**config.mk**
```make
export PLATFORM = sky130hd
export DESIGN_NAME = router_packet_tx_flat
export DESIGN_NICKNAME = d
export VERILOG_FILES = /design/src/rtl/router_packet_tx_if.sv /design/src/rtl/router_packet_tx.sv /design/src/flat_wrapper.sv
export SDC_FILE = /design/constraint.sdc
export NUM_CORES = 1
export LEC_CHECK = 0
export CAP_MARGIN = 20
export CORE_MARGIN = 3
export CORE_UTILIZATION = 47
export CTS_CLUSTER_DIAMETER = 150
export DETAILED_ROUTE_END_ITERATION = 12
export GPL_ROUTABILITY_DRIVEN = 0
export PLACE_DENSITY = 0.79
export SETUP_SLACK_MARGIN = 0.4
export SLEW_MARGIN = 20
export SYNTH_ARGS = -nofsm -noshare
export SYNTH_HDL_FRONTEND = slang
export SYNTH_SLANG_ARGS = --single-unit
export TNS_END_PERCENT = 30
```
**constraint.sdc**
```tcl
create_clock -name clk -period 2.7 [get_ports clk]
set_clock_uncertainty 0.2 [all_clocks]
set_input_delay 0.675 -clock clk [delete_from_list [all_inputs] [get_ports clk]]
set_output_delay 0.675 -clock clk [all_outputs]
set_load 0.01 [all_outputs]
```
**src/rtl/router_packet_tx_if.sv**
```systemverilog
// router_packet_tx_if: FIFO dequeue side plus valid/ready flit link for router_packet_tx.
//   fifo_d_out/fifo_empty_n/fifo_deq : BSV-style FIFO dequeue port
//   tx_data/tx_valid/tx_ready        : flit handshake toward the router port
//   tx_first/tx_last/tx_dest         : packet framing sideband
// master = transmitter view, slave = environment (FIFO + link) view.
interface router_packet_tx_if #(
    parameter int DATA_WIDTH = 8,
    parameter int LEN_WIDTH  = 4
);
    logic [DATA_WIDTH-1:0]           fifo_d_out;
    logic                            fifo_empty_n;
    logic                            fifo_deq;
    logic [DATA_WIDTH-1:0]           tx_data;
    logic                            tx_valid;
    logic                            tx_ready;
    logic                            tx_first;
    logic                            tx_last;
    logic [DATA_WIDTH-LEN_WIDTH-1:0] tx_dest;

    modport master (
        input  fifo_d_out, fifo_empty_n, tx_ready,
        output fifo_deq, tx_data, tx_valid, tx_first, tx_last, tx_dest
    );

    modport slave (
        output fifo_d_out, fifo_empty_n, tx_ready,
        input  fifo_deq, tx_data, tx_valid, tx_first, tx_last, tx_dest
    );
endinterface

```
**src/rtl/router_packet_tx.sv**
```systemverilog
// router_packet_tx: drains the router FIFO and emits framed packets as flits.
//   clk, reset (sync, active-high), clr (sync flush)
//   bus       : router_packet_tx_if.master (FIFO dequeue side + flit link)
//   busy      : header dequeued, last flit not yet accepted
//   pkt_count : packets fully transmitted, wraps
module router_packet_tx #(
    parameter int DATA_WIDTH = 8,
    parameter int LEN_WIDTH  = 4,
    parameter int CNT_WIDTH  = 16
) (
    input  logic                  clk,
    input  logic                  reset,
    input  logic                  clr,
    router_packet_tx_if.master    bus,
    output logic                  busy,
    output logic [CNT_WIDTH-1:0]  pkt_count
);
    localparam int DEST_WIDTH = DATA_WIDTH - LEN_WIDTH;

    typedef enum logic {HDR, PAY} state_t;

    state_t                state, state_n;
    logic [LEN_WIDTH-1:0]  remaining, remaining_n;
    logic [DATA_WIDTH-1:0] data_n;
    logic [DEST_WIDTH-1:0] dest_n;
    logic [CNT_WIDTH-1:0]  count_n;
    logic                  valid_n, first_n, last_n, busy_n;
    logic                  ld, acc;

    assign acc          = bus.tx_valid && bus.tx_ready;
    assign ld           = bus.fifo_empty_n && (!bus.tx_valid || bus.tx_ready) && !clr && !reset;
    assign bus.fifo_deq = ld;

    always_comb begin
        state_n     = state;
        remaining_n = remaining;
        data_n      = bus.tx_data;
        dest_n      = bus.tx_dest;
        valid_n     = bus.tx_valid && !acc;
        first_n     = bus.tx_first;
        last_n      = bus.tx_last;
        busy_n      = busy;
        count_n     = pkt_count;
        if (acc && bus.tx_last) begin
            busy_n  = 1'b0;
            count_n = pkt_count + 1'b1;
        end
        if (ld) begin
            valid_n = 1'b1;
            data_n  = bus.fifo_d_out;
            if (state == HDR) begin
                dest_n      = bus.fifo_d_out[DATA_WIDTH-1:LEN_WIDTH];
                remaining_n = bus.fifo_d_out[LEN_WIDTH-1:0];
                first_n     = 1'b1;
                last_n      = bus.fifo_d_out[LEN_WIDTH-1:0] == '0;
                busy_n      = 1'b1;
                state_n     = bus.fifo_d_out[LEN_WIDTH-1:0] == '0 ? HDR : PAY;
            end else begin
                remaining_n = remaining - 1'b1;
                first_n     = 1'b0;
                last_n      = remaining == LEN_WIDTH'(1);
                state_n     = remaining == LEN_WIDTH'(1) ? HDR : PAY;
            end
        end
        // A flush drops the register but never credits a packet, even one whose last flit is leaving now.
        if (clr) begin
            state_n     = HDR;
            remaining_n = '0;
            valid_n     = 1'b0;
            first_n     = 1'b0;
            last_n      = 1'b0;
            busy_n      = 1'b0;
            count_n     = pkt_count;
        end
    end

    always_ff @(posedge clk) begin
        if (reset) begin
            state        <= HDR;
            remaining    <= '0;
            bus.tx_data  <= '0;
            bus.tx_dest  <= '0;
            bus.tx_valid <= 1'b0;
            bus.tx_first <= 1'b0;
            bus.tx_last  <= 1'b0;
            busy         <= 1'b0;
            pkt_count    <= '0;
        end else begin
            state        <= state_n;
            remaining    <= remaining_n;
            bus.tx_data  <= data_n;
            bus.tx_dest  <= dest_n;
            bus.tx_valid <= valid_n;
            bus.tx_first <= first_n;
            bus.tx_last  <= last_n;
            busy         <= busy_n;
            pkt_count    <= count_n;
        end
    end
endmodule

```
**src/flat_wrapper.sv**
```systemverilog
// flat-port wrapper written by rule: the top's interface ports become plain ports
module router_packet_tx_flat 
#(
    parameter int DATA_WIDTH = 8,
    parameter int LEN_WIDTH  = 4,
    parameter int CNT_WIDTH  = 16
)
  (clk, reset, clr, busy, pkt_count, bus_fifo_d_out, bus_fifo_empty_n, bus_tx_ready, bus_fifo_deq, bus_tx_data, bus_tx_valid, bus_tx_first, bus_tx_last, bus_tx_dest);
  router_packet_tx_if #(.DATA_WIDTH(DATA_WIDTH), .LEN_WIDTH(LEN_WIDTH)) bus_i ();
  input  logic clk;
  input  logic reset;
  input  logic clr;
  output logic busy;
  output logic [CNT_WIDTH-1:0] pkt_count;
  input wire logic [$bits(bus_i.fifo_d_out)-1:0] bus_fifo_d_out;
  input wire logic [$bits(bus_i.fifo_empty_n)-1:0] bus_fifo_empty_n;
  input wire logic [$bits(bus_i.tx_ready)-1:0] bus_tx_ready;
  output wire logic [$bits(bus_i.fifo_deq)-1:0] bus_fifo_deq;
  output wire logic [$bits(bus_i.tx_data)-1:0] bus_tx_data;
  output wire logic [$bits(bus_i.tx_valid)-1:0] bus_tx_valid;
  output wire logic [$bits(bus_i.tx_first)-1:0] bus_tx_first;
  output wire logic [$bits(bus_i.tx_last)-1:0] bus_tx_last;
  output wire logic [$bits(bus_i.tx_dest)-1:0] bus_tx_dest;
  assign bus_i.fifo_d_out = bus_fifo_d_out;
  assign bus_i.fifo_empty_n = bus_fifo_empty_n;
  assign bus_i.tx_ready = bus_tx_ready;
  assign bus_fifo_deq = bus_i.fifo_deq;
  assign bus_tx_data = bus_i.tx_data;
  assign bus_tx_valid = bus_i.tx_valid;
  assign bus_tx_first = bus_i.tx_first;
  assign bus_tx_last = bus_i.tx_last;
  assign bus_tx_dest = bus_i.tx_dest;
  router_packet_tx #(.DATA_WIDTH(DATA_WIDTH), .LEN_WIDTH(LEN_WIDTH), .CNT_WIDTH(CNT_WIDTH)) u_core (.clk(clk), .reset(reset), .clr(clr), .bus(bus_i), .busy(busy), .pkt_count(pkt_count));
endmodule
```
==> results_dict.tcl, run 1 <==
set metrics [dict create \
    outcome "finished clean" \
    synth_edf_count 0 \
    stdcell_count 292 \
    rsz0062_at_grt "yes" \
    slew_headroom 0.686 \
    ys_seq_area_frac 0.462 \
    maxSlewViolCount 0 \
    vias 1530 \
    leakage_uw 0.000768 \
    ys_seq_elements 37 \
    cts_buffer_depth 2 \
    synthFlopType "dfxtp_1" \
    clockRootBuffer "clkbuf_4" \
    synthTopCellsByCount "37 x dfxtp_1, 32 x nand2_1, 21 x a21oi_1, 19 x nor2_1, 11 x o21ai_0" \
    cts_buffers 5 \
    post_drt_wl_per_cell_microns 12.6 \
    placed_area_sq_um 2150 \
    synth_warnings 0 \
    final_util 0.706 \
    fin_area_sq_um 2220 \
    p_int_uw 703 \
    synth_top_cells_by_area "dfxtp_1 46%, nand2_1 7.5%, a21oi_1 6.6%, xnor2_1 5.5%, nor2_1 4.4%" \
    track_usage 0.190 \
    antenna_left 0 \
    start_util 0.508 \
    setup_violations 0 \
    power_frac_clock 0.300 \
    cp-end-kind "output port" \
    grt_pass1_vias 1413 \
    hpwl_microns 2670 \
    vias_per_cell 5.24 \
    nNetsFinal 263 \
    seqPwrFrac 0.602 \
    grt_max_degree 31 \
    drtIter0Drc 110 \
    hold_path_startpoint "u_core.bus.tx_data[3]$_SDFFE_PP0P_" \
    synthesis.area_sq_um 1600 \
    rrSetupSlack_ns 0.68 \
    syn_inst 194 \
    hold_violations 0 \
    synth_fp_nets 210 \
    port_buffers 45 \
    cp-start-kind "input port" \
    clk-insertion-delay-late_ns 0.34 \
    crit_start "bus_tx_ready" \
    finalCritPeriodShare 0.837 \
    critPathCapture "bus_fifo_deq" \
    dieWidth_microns 64.4 \
    die_area_sq_um 4150 \
    period_minus_slack_ns 2.26 \
    core_area_sq_um 3150 \
    rr_worst_depth 4 \
    p_comb_frac 0.099 \
    crit_path_max_fanout 2 \
    synth_area_per_cell_sq_um 8.26 \
    drive_above_1_share 0.121 \
    swShare 0.252 \
    num_rows 20 \
    cts_tree "yes" \
    synth_cell_types 35 \
    io_pins 46 \
    grt_pass1_wl_microns 6330 \
    htree_levels 2 \
    path_clk_slew_ns 0.11 \
    reg2reg_to "u_core.pkt_count[13]$_SDFFE_PP0P_" \
    worst_pin_slew_ns 0.471 \
    die_h_microns 64.4 \
    syn2layout_area_growth_pct 38.8 \
    setup.worst_path.class "input port to output port" \
    rr_startpoint "u_core.pkt_count[4]$_SDFFE_PP0P_" \
    cts.sinks 37 \
    synth_top_area_cell "dfxtp_1" \
    worstHoldPathType "flip-flop to flip-flop" \
    cap_violations 0 \
    max_freq_ghz 0.443 \
    total_power_uw 940 \
    firstDrtPassIters 4 \
    ir_worst_vdd_mv 0.207 \
    yosysTopAreaCellShare 0.462 \
    grt-ovfl-total 0 \
    diodes 0 \
    antenna_found_initial 0 \
    p_per_area_nw_per_um2 423 \
    drc 0 \
    fillers 283 \
    critical_path_required_ns 1.82 \
    arrival_ns 1.38 \
    synth.most_common_cell "dfxtp_1" \
    synth-async-reset-ratio 0 \
    placed_cells 284 \
    drt_wl_total_microns 3670 \
    switching_power_uw 237 \
]
critical path, cell delays in order:
cell and delay [ns]:
clkdlybuf4s15_1 0.19, or2b_4 0.27, nand3_4 0.09, inv_2 0.05, buf_6 0.11
cells in the final DEF (no fill, tap or decap), types with 2 or more instances in the layout:
master           Yosys  routed
nor2b_1              2       2
inv_1                7       6
clkinv_2             0       2
dfxtp_2              0       2
dlygate4sd2_1        0       3
a21oi_1             21      21
nor2_1              19      18
nand4_1              4       4
or3_1                3       3
nor3_1               5       5
o21ai_0             11      11
dfxtp_1             37      35
ha_1                 3       3
clkdlybuf4s50_1      0      40
nor4_1               5       5
nand2_1             32      32
clkbuf_4             0       5
nand3_1              7       6
xnor2_1             10      10
buf_4                0      10
final cells by class:
cell class | instances | area [sq um] | share of cell area
Tap cell | 44 | 55.1 | 0.0247
Clock buffer | 5 | 37.5 | 0.0169
Multi-Input combinational cell | 141 | 822 | 0.370
Sequential cell | 37 | 743 | 0.334
Inverter | 7 | 26.3 | 0.0118
Clock inverter | 3 | 17.5 | 0.00787
Timing Repair Buffer | 55 | 523 | 0.235
how the worst min path moves through the flow:
stage                                               endpoint  depth (start not counted)
after CTS                 u_core.bus.tx_data[0]$_SDFFE_PP0P_                          2
after floorplan             u_core.remaining[1]$_SDFFE_PP0P_                          2
after global routing      u_core.bus.tx_data[3]$_SDFFE_PP0P_                          2
after global placement    u_core.bus.tx_data[0]$_SDFFE_PP0P_                          2
after detailed placement  u_core.bus.tx_data[0]$_SDFFE_PP0P_                          2
final                     u_core.bus.tx_data[3]$_SDFFE_PP0P_                          2
through the flow:
| step | hold slack, ns | setup slack [ns] | setup TNS (ns) |
|---|---|---|---|
| after global routing | 0.296 | 0.384 | 0 |
| after detailed placement | 0.250 | -0.276 | -0.686 |
| final | 0.264 | 0.441 | 0 |
| after CTS | 0.267 | 0.430 | 0 |
| after global placement | 0.243 | -0.232 | -0.522 |
| after floorplan | 0.258 | 0.417 | 0 |
logic make-up (layout without fill, tap and decap cells):
family,after synthesis,count (layout),synth area share
buffers and inverters,16,70,0.0383
xor gates and xnor gates,11,11,0.0601
DFF,37,37,0.462
and+or+nand+nor,88,88,0.278
muxes,2,2,0.0133
adders and majority gates,3,3,0.0234
AOI/OAI and AO/OA,37,37,0.125
timing repair:
item / in CTS / in global routing
cloned: 0 / 0
resized for setup: 16 / 2
setup buffers: 0 / 0
hold buffers: 0 / 0
pin swaps: 2 / 0
endpoints found under the setup margin: 5 / 9
layer usage:
| metal | GRT usage | vias up | wire length (microns) |
|---|---|---|---|
| met5 | 0 | - | 0 |
| met1 | 0.252 | 712 | 1760 |
| met2 | 0.305 | 41 | 1700 |
| met3 | 0.0475 | 3 | 179 |
| met4 | 0.0554 | 0 | 25 |
| li1 | - | 774 | - |
power by group through the flow:
stage | registers [uW] | logic [uW] | clock network (uW)
after floorplan | 578 | 37.6 | 0
after CTS | 566 | 93.0 | 294
after global placement | 578 | 90.7 | 0
after global routing | 568 | 102 | 325
after detailed placement | 578 | 91.7 | 0
final | 566 | 92.7 | 282
state kept, by name, summed over array words and instances, names as in the netlist:
register             flops
u_core.pkt_count        16
u_core.bus.tx_data       8
u_core.bus.tx_dest       4
u_core.remaining         4
u_core.bus.tx_first      1
u_core.bus.tx_last       1
u_core.bus.tx_valid      1
u_core.busy              1
u_core.state             1
(Power assumes the default switching activity.)
==> run 2: changes to the inputs <==
CORE_UTILIZATION = 42   (was 47)
PLACE_DENSITY = 0.75   (was 0.79)
clock period = 2 ns   (was 2.7 ns; I/O delays follow)
==> run 2 against run 1 <==
  * Clock-buffer cell count did not move
  * Setup slack got worse by 0.30 ns
  * Final cell count rose by 9.6%
  * Sequential share of layout area fell by 4.3 points
  * Global-route usage rose by 0.70 points
  * Non-clock buffer count rose by 26
  * Via count rose by 12%
  * Largest power group unchanged
  * First-iteration DRC count rose by 25%
  * Core utilization rose by 4.5 points
  * Die area rose by 11%
  * Total power rose by 53%
  * Sequential power rose by 34%
==> results_dict.tcl, run 2 (synthesized netlist as in run 1, its figures left out) <==
set metrics [dict create \
    drtIter0Drc 137 \
    grt_pass1_wl_microns 6760 \
    period_minus_slack_ns 1.86 \
    swShare 0.252 \
    cts_tree "yes" \
    die_h_microns 67.8 \
    hold_violations 0 \
    diodes 0 \
    path_delay_family "buffers and inverters" \
    rrSetupSlack_ns 0.19 \
    maxSlewViolCount 0 \
    slew_headroom 0.785 \
    rsz0062_at_grt "yes" \
    p_int_uw 1080 \
    power_frac_clock 0.360 \
    finalSetupTns_ns 0 \
    num_rows 21 \
    cts_buffer_depth 2 \
    antenna_found_initial 0 \
    cap_violations 0 \
    slowest_stage "clkdlybuf4s50_1" \
    dieWidth_microns 67.8 \
    vias 1713 \
    core_area_sq_um 3490 \
    min_path_cells 2 \
    arrival_ns 1.16 \
    vias_per_cell 5.35 \
    outcome "finished clean" \
    max_freq_ghz 0.537 \
    crit_buf_inv 1 \
    p_comb_frac 0.114 \
    leakage_uw 0.00126 \
    rr_startpoint "u_core.pkt_count[5]$_SDFFE_PP0P_" \
    worstSetupPathDepth 1 \
    switching_power_uw 363 \
    regMostFlops "u_core.pkt_count" \
    cp-end-kind "output port" \
    grt_pass1_vias 1493 \
    nNetsFinal 289 \
    firstDrtPassIters 4 \
    finalCritPeriodShare 0.930 \
    port_buffers 45 \
    syn2layout_area_growth_pct 63.6 \
    worstHoldPathType "flip-flop to flip-flop" \
    grt-ovfl-total 0 \
    grt_max_degree 21 \
    worst_pin_slew_ns 0.320 \
    setup.worst_path.class "flip-flop to output port" \
    reg2reg_to "u_core.pkt_count[15]$_SDFFE_PP0P_" \
    cp_cell_sequence "clkdlybuf4s50_1" \
    clk-insertion-delay-late_ns 0.29 \
    post_drt_wl_per_cell_microns 14.1 \
    cts_buffers 5 \
    crit_path_max_fanout 2 \
    antenna_left 0 \
    drt_wl_total_microns 4530 \
    p_per_area_nw_per_um2 549 \
    mostFrequentLayoutCell "nand2_1" \
    hpwl_microns 2730 \
    rr_worst_depth 4 \
    critical_path_required_ns 1.30 \
    drc 0 \
    htree_levels 2 \
    hold_path_startpoint "u_core.bus.tx_data[1]$_SDFFE_PP0P_" \
    largest_reg_flops 16 \
    clockRootBuffer "clkbuf_8" \
    cts_hold_buf 0 \
    cts.sinks 37 \
    top_regs "u_core.pkt_count (16), u_core.bus.tx_data (8)" \
    ir_worst_vdd_mv 0.359 \
    placed_area_sq_um 2280 \
    path_clk_slew_ns 0.07 \
    die_area_sq_um 4590 \
    setup_violations 0 \
    io_pins 46 \
    min_to "u_core.bus.tx_data[1]$_SDFFE_PP0P_" \
    track_usage 0.197 \
    final_cell_mix "32 x nand2_1, 31 x buf_4, 24 x dfxtp_1" \
    fin_area_sq_um 2620 \
    drive_above_1_share 0.325 \
    slowest_delay_ns 0.54 \
    start_util 0.459 \
    seqPwrFrac 0.525 \
    cp-start-kind "flip-flop" \
]
==> run 2: cell types whose count changed in the layout (fill, tap and decap cells not counted), sizes merged <==
cell,before,now
buf,11,44
dlygate4sd2,3,10
bufbuf,0,1
dlymetal6s2s,0,13
clkdlybuf4s50,40,10
clkbuf,5,7
==> run 2: final cells by class <==
cell class                 instances  area (sq um)
tap                               46          57.6
clock buffer                       5          68.8
inverter                           7          26.3
multi-input combinational        141           921
sequential                        37           764
clock inverter                     3          17.5
timing repair buffer              81           767
fill                             262           872
==> run 2: timing repair <==
action | 4_1_cts | 5_1_grt
resized for setup | 85 | 26
endpoints found under the setup margin | 69 | 52
buffers inserted | 6 | 5
pin swaps | 10 | 5
gates cloned | 1 | 0
==> run 2: per-layer routing <==
layer,vias up,track usage,routed length (microns),part of all wire
met2,74,0.332,2260,0.50
li1,827,-,-,-
met5,-,0,0,0
met3,7,0.0532,317,0.070
met1,805,0.241,1890,0.42
met4,0,0.0695,65,0.014
==> run 2: worst max-delay path by stage <==
| stage | start | endpoint |
|---|---|---|
| 2_1_floorplan | clr | u_core.pkt_count[15]$_SDFFE_PP0P_ |
| 3_3_place_gp | bus_tx_ready | bus_fifo_deq |
| 3_5_place_dp | bus_tx_ready | bus_fifo_deq |
| 4_1_cts | clr | u_core.pkt_count[15]$_SDFFE_PP0P_ |
| 5_1_grt | u_core.bus.tx_data[6]$_SDFFE_PP0P_ | bus_tx_data[6] |
| 6_report | u_core.bus.tx_data[7]$_SDFFE_PP0P_ | bus_tx_data[7] |
==> run 2: stage by stage <==
stage,instances,total power (uW),hold slack [ns],setup WS [ns],util
2_1_floorplan,194,837,0.255,0.0704,-
3_3_place_gp,300,915,0.244,-0.578,0.652
3_5_place_dp,300,917,0.251,-0.586,0.652
4_1_cts,315,1450,0.260,0.0993,0.725
5_1_grt,320,1490,0.278,0.0934,0.750
6_report,320,1440,0.254,0.139,0.750
==> run 2: power by group through the flow <==
stage               Sequential (uW)  Clock, uW  Combinational (uW)
global placement                776          0                 139
CTS                             759        526                 164
floorplan                       781          0                55.6
detailed placement              777          0                 140
finish                          756        519                 164
global route                    758        557                 178
